**src/rtl/instr_fetch_ctrl.sv**
```systemverilog
// Fetch sequencer: owns the fetch PC, reads the instruction ROM and queues {word, pc} pairs for decode.
// Optional build macro FETCH_ALIGN_CHECK_EN adds a sticky misalign_err output for unaligned redirect targets.
module instr_fetch_ctrl #(
    parameter int              AW       = 8,
    parameter int              DW       = 32,
    parameter int              DEPTH    = 2,
    parameter logic [AW-1:0]   RESET_PC = 8'h00
) (
    input  logic                      clk,
    input  logic                      rst_n,
    input  logic                      fetch_en,
    input  logic                      redirect,
    input  logic [AW-1:0]             redirect_pc,
    output logic [AW-1:0]             rom_addr,
    input  logic [DW-1:0]             rom_data,
    output logic [DW-1:0]             instr,
    output logic [AW-1:0]             instr_pc,
    output logic                      instr_valid,
    input  logic                      instr_ready,
    output logic [$clog2(DEPTH):0]    q_count
`ifdef FETCH_ALIGN_CHECK_EN
    ,
    output logic                      misalign_err
`endif
);

    localparam int PW = $clog2(DEPTH);
    localparam int CW = PW + 1;
    localparam logic [CW-1:0] FULL = CW'(DEPTH);

    typedef enum logic [1:0] {
        S_IDLE  = 2'd0,
        S_FETCH = 2'd1,
        S_REDIR = 2'd2
    } state_t;

    state_t          state_q, state_d;
    logic [AW-1:0]   pc_q, pc_d;
    logic [PW-1:0]   rd_ptr_q, rd_ptr_d;
    logic [PW-1:0]   wr_ptr_q, wr_ptr_d;
    logic [CW-1:0]   count_q, count_d;
    logic            valid_q;
    logic [DW-1:0]   word_q [DEPTH];
    logic [AW-1:0]   addr_q [DEPTH];

    logic            pop;
    logic            push;
    logic            fetching;
    logic [AW-1:0]   target_pc;

    assign target_pc = {redirect_pc[AW-1:2], 2'b00};
    assign fetching  = (state_q == S_FETCH) || (state_q == S_REDIR);

    always_comb begin
        pop      = valid_q && instr_ready;
        // A full queue still accepts a word when the head leaves in the same cycle.
        push     = fetching && fetch_en && !redirect && ((count_q != FULL) || pop);
        state_d  = state_q;
        pc_d     = pc_q;
        rd_ptr_d = rd_ptr_q;
        wr_ptr_d = wr_ptr_q;
        count_d  = count_q;

        if (redirect) begin
            // The head may be accepted this cycle, but everything queued is dropped anyway.
            state_d  = S_REDIR;
            pc_d     = target_pc;
            rd_ptr_d = '0;
            wr_ptr_d = '0;
            count_d  = '0;
        end else begin
            if (pop) begin
                rd_ptr_d = rd_ptr_q + PW'(1);
            end
            if (push) begin
                wr_ptr_d = wr_ptr_q + PW'(1);
                pc_d     = pc_q + AW'(4);
            end
            count_d = count_q + CW'(push) - CW'(pop);

            unique case (state_q)
                S_IDLE:  state_d = fetch_en ? S_FETCH : S_IDLE;
                S_FETCH: state_d = fetch_en ? S_FETCH : S_IDLE;
                S_REDIR: state_d = fetch_en ? S_FETCH : S_IDLE;
                default: state_d = S_IDLE;
            endcase
        end
    end

    always_ff @(posedge clk or negedge rst_n) begin
        if (!rst_n) begin
            state_q  <= S_IDLE;
            pc_q     <= RESET_PC;
            rd_ptr_q <= '0;
            wr_ptr_q <= '0;
            count_q  <= '0;
            valid_q  <= 1'b0;
            for (int i = 0; i < DEPTH; i++) begin
                word_q[i] <= '0;
                addr_q[i] <= '0;
            end
        end else begin
            state_q  <= state_d;
            pc_q     <= pc_d;
            rd_ptr_q <= rd_ptr_d;
            wr_ptr_q <= wr_ptr_d;
            count_q  <= count_d;
            valid_q  <= (count_d != '0);
            if (push) begin
                word_q[wr_ptr_q] <= rom_data;
                addr_q[wr_ptr_q] <= pc_q;
            end
        end
    end

`ifdef FETCH_ALIGN_CHECK_EN
    logic mis_q;

    always_ff @(posedge clk or negedge rst_n) begin
        if (!rst_n) begin
            mis_q <= 1'b0;
        end else if (redirect && (redirect_pc[1:0] != 2'b00)) begin
            mis_q <= 1'b1;
        end
    end

    assign misalign_err = mis_q;
`else
    logic unused_redirect_lsb;
    assign unused_redirect_lsb = ^redirect_pc[1:0];
`endif

    assign rom_addr    = pc_q;
    assign instr       = word_q[rd_ptr_q];
    assign instr_pc    = addr_q[rd_ptr_q];
    assign instr_valid = valid_q;
    assign q_count     = count_q;

endmodule

```
**config.mk**
```make
export PLATFORM = sky130hd
export DESIGN_NAME = instr_fetch_ctrl
export DESIGN_NICKNAME = d
export VERILOG_FILES = /design/src/rtl/instr_fetch_ctrl.sv
export SDC_FILE = /design/constraint.sdc
export NUM_CORES = 1
export LEC_CHECK = 0
export BUFFER_PORTS_ARGS = -buffer_cell sky130_fd_sc_hd__buf_4
export CAP_MARGIN = 20
export CELL_PAD_IN_SITES_DETAIL_PLACEMENT = 0
export CELL_PAD_IN_SITES_GLOBAL_PLACEMENT = 1
export CORE_MARGIN = 3
export CORE_UTILIZATION = 47
export CTS_CLUSTER_SIZE = 12
export DETAILED_ROUTE_END_ITERATION = 12
export HOLD_SLACK_MARGIN = 0.15
export PLACE_DENSITY = 0.93
export SETUP_SLACK_MARGIN = 0.3
export SLEW_MARGIN = 20
export SYNTH_ARGS = -nofsm -noshare
export SYNTH_HDL_FRONTEND = slang
export SYNTH_SLANG_ARGS = --single-unit
```
**constraint.sdc**
```tcl
create_clock -name clk -period 3.4 [get_ports clk]
set_clock_uncertainty 0.15 [all_clocks]
set_input_delay 0.17 -clock clk [delete_from_list [all_inputs] [get_ports clk]]
set_output_delay 0.17 -clock clk [all_outputs]
set_load 0.005 [all_outputs]
```
==> results.json <==
{
  "synth-main-ff-cell": "dfrtp_1",
  "cts-resized-gates": 0,
  "seqPwrFrac_pct": 46.1,
  "fin_util_pct": 64.8,
  "grtUsageTotal_pct": 16.8,
  "fin_tns_setup_ns": 0,
  "rsz0062_at_grt": "no",
  "dr.pass1.iters": 4,
  "post-dp-hpwl_um": 4990,
  "core_area_mm2": 0.00826,
  "final_max_slew_viol_count": 0,
  "synth_area_mm2": 0.00402,
  "worstReg2RegEnd": "instr_valid",
  "num-nets-final": 447,
  "diodes": 0,
  "cts-root-buf": "clkbuf_8",
  "synth_top_area_share_pct": 55.5,
  "grt_pass1_wl_um": 13200,
  "vias_per_cell": 5.00,
  "start_util_pct": 48.6,
  "setup_violations": 0,
  "crit_path_max_fanout": 16,
  "hold_violations": 0,
  "floorplan.die_area_mm2": 0.00969,
  "combPwrFrac_pct": 36.9,
  "clk_latency_ns": 0.34,
  "synth_edf_count": 0,
  "worstPathRequired_ns": 3.49,
  "grt_util_met2_pct": 28.0,
  "gp_congestion": 0.730,
  "power_mw": 3.78,
  "area_growth_syn_to_layout_pct": 33.2,
  "placed_cell_area_mm2": 0.00474,
  "fin_crit_ns": 2.64,
  "switching_share_pct": 27.7,
  "critPathCaptureType": "flip-flop",
  "busiest_layer": "met2",
  "first_iter_violations": 74,
  "power_switching_mw": 1.05,
  "synth_cells": 265,
  "async_flop_share_pct": 100,
  "synth_common_cells": "107 x mux2_2, 89 x dfrtp_1, 9 x mux2_4, 7 x buf_4, 5 x a221o_1",
  "drive_above_1_share_pct": 57.1,
  "crit_path_max_incr_delay_ns": 0.53,
  "dp_slack_ns": 0.839,
  "setup_ws_ns": 0.764,
  "clock-sinks": 89,
  "ant_nets": 0,
  "globalRouteMet3Util_pct": 3.68,
  "cts_tree": "built",
  "drc": 0,
  "clkTransAtPathRegs_ns": 0.10,
  "grt_antenna_before_repair": 0,
  "yosys.cell_types.count": 30,
  "max_freq_ghz": 0.379,
  "cp-start-kind": "primary input",
  "drv_cap": 0,
  "post-synth-top-area-cell": "dfrtp_1",
  "hold_path.class": "in2async",
  "port_buffers": 89,
  "fin_crit_sh_pct": 77.5,
  "synth_area_leaders": "dfrtp_1 55%, mux2_2 30%, mux2_4 3.4%",
  "r2r_slack_ns": 0.85,
  "outcome": "complete, no violations",
  "p_int_mw": 2.73,
  "wire_per_inst_um": 15.5,
  "die_h_um": 98.4,
  "ys_seq_area_share_pct": 55.5,
  "cp_slowest_cell": "dlygate4sd3_1",
  "num_io_pins": 96,
  "reg2reg_from": "state_q[0]",
  "synth_seq_cells": 89,
  "worst_slew_margin_rel_pct": 34.4,
  "cp_data_arrival_time_ns": 2.72,
  "holdWs_ns": 0.324,
  "die_w_um": 98.4,
  "stdcell_count": 508,
  "cts_made_buffers": 9,
  "crit_chain": "dlygate4sd3_1, buf_4, nor2b_1, o311a_1, clkinv_4, ha_1, inv_1, ha_1, nor2b_1, or2_2",
  "fin_area_mm2": 0.00535,
  "routed_wirelength_um": 7850,
  "reg2regPathDepth": 8,
  "post_cts_buffers": 0,
  "met1_usage_pct": 22.1,
  "p_per_area_mw_per_mm2": 707,
  "grt_max_degree": 70,
  "tightestPinTransition_ns": 0.984,
  "routed-via-count": 2542,
  "ys.warnings.count": 0,
  "synth.avg_cell_area_um2": 15.2,
  "ir_drop_uv": 367,
  "worstSetupPathType": "in2reg",
  "dp_cells": 448,
  "clockBufferDepth": 2,
  "grt-ovfl-total": 0,
  "grt_pass1_vias": 2717,
  "rows": 33,
  "ctsHtreeMaxLevel": 3,
  "clkPwrFrac_pct": 16.9,
  "synth.most_common_cell": "mux2_2",
  "p_leak_nw": 2.49
}
[repair_timing]
| action | in CTS | in global routing |
|---|---|---|
| hold buffers | 44 | 0 |
| hold endpoints to repair | 145 | 0 |
| setup endpoints to repair | 0 | 0 |
[sequential cells by signal, summed over array words and instances, names as in the netlist]
register,cells
state_q,2
addr_q,12
word_q,64
rd_ptr_q,1
rom_addr,6
q_count,2
wr_ptr_q,1
instr_valid,1
[metal layers]
| layer | vias to the layer above | routed length, µm |
|---|---|---|
| met5 | - | 0 |
| met2 | 53 | 4010 |
| met4 | 0 | 86 |
| met3 | 9 | 341 |
| li1 | 1197 | - |
| met1 | 1283 | 3410 |
[worst max path at each step]
stage / startpoint / endpoint / slack [ns] / cells past startpoint
2_1_floorplan: state_q[0] / instr_valid / 1.21 / 9
3_3_place_gp: state_q[0] / instr_valid / 0.86 / 8
3_5_place_dp: state_q[0] / instr_valid / 0.84 / 8
4_1_cts: redirect / instr_valid / 0.76 / 10
5_1_grt: redirect / instr_valid / 0.60 / 11
6_report: redirect / instr_valid / 0.76 / 10
[critical path: cells and delay by family]
kind                       cells  cell delay [ns]
and+or+nand+nor                3             0.58
adders and majority gates      2             0.56
buffers and inverters          4             0.93
AOI/OAI and AO/OA              1             0.48
[layout make-up]
cell class	instances	area [µm²]
fill	645	2910
sequential	89	2230
multi-input combinational	157	1650
timing repair buffer	137	1150
tap	105	131
clock buffer	10	128
clock inverter	6	43.8
inverter	4	20.0
[cells by family after synthesis]
| kind of cell | Yosys count | share of synthesized area [%] |
|---|---|---|
| adders and majority gates | 4 | 1.25 |
| muxes | 119 | 34.1 |
| and+or+nand+nor | 19 | 2.59 |
| buffers and inverters | 22 | 4.02 |
| other | 1 | 0.0934 |
| AOI/OAI and AO/OA | 8 | 1.81 |
| DFF | 89 | 55.5 |
| xor gates and xnor gates | 3 | 0.655 |
[placed cells by master, fill, tap and decap left out, types with 2 or more instances in the layout]
master         count
a221o_1            5
buf_4             92
clkbuf_8           9
clkinv_2           2
clkinv_4           3
conb_1             4
dfrtp_1           88
dlygate4sd3_1     44
ha_1               4
inv_1              3
mux2_2           107
mux2_4             9
mux2i_1            3
nand3_1            2
nor2_1             4
nor2b_1            3
nor3_1             2
nor3b_1            2
xnor2_1            2
[power by group through the flow]
stage | sequential [mW] | combinational (mW) | clock (mW)
floorplan | 1.66 | 0.842 | 0
global placement | 1.73 | 1.34 | 0
detailed placement | 1.77 | 1.37 | 0
CTS | 1.74 | 1.42 | 0.663
global route | 1.80 | 1.52 | 0.713
finish | 1.74 | 1.40 | 0.641
No activity file was read; power rests on OpenSTA's default activity.
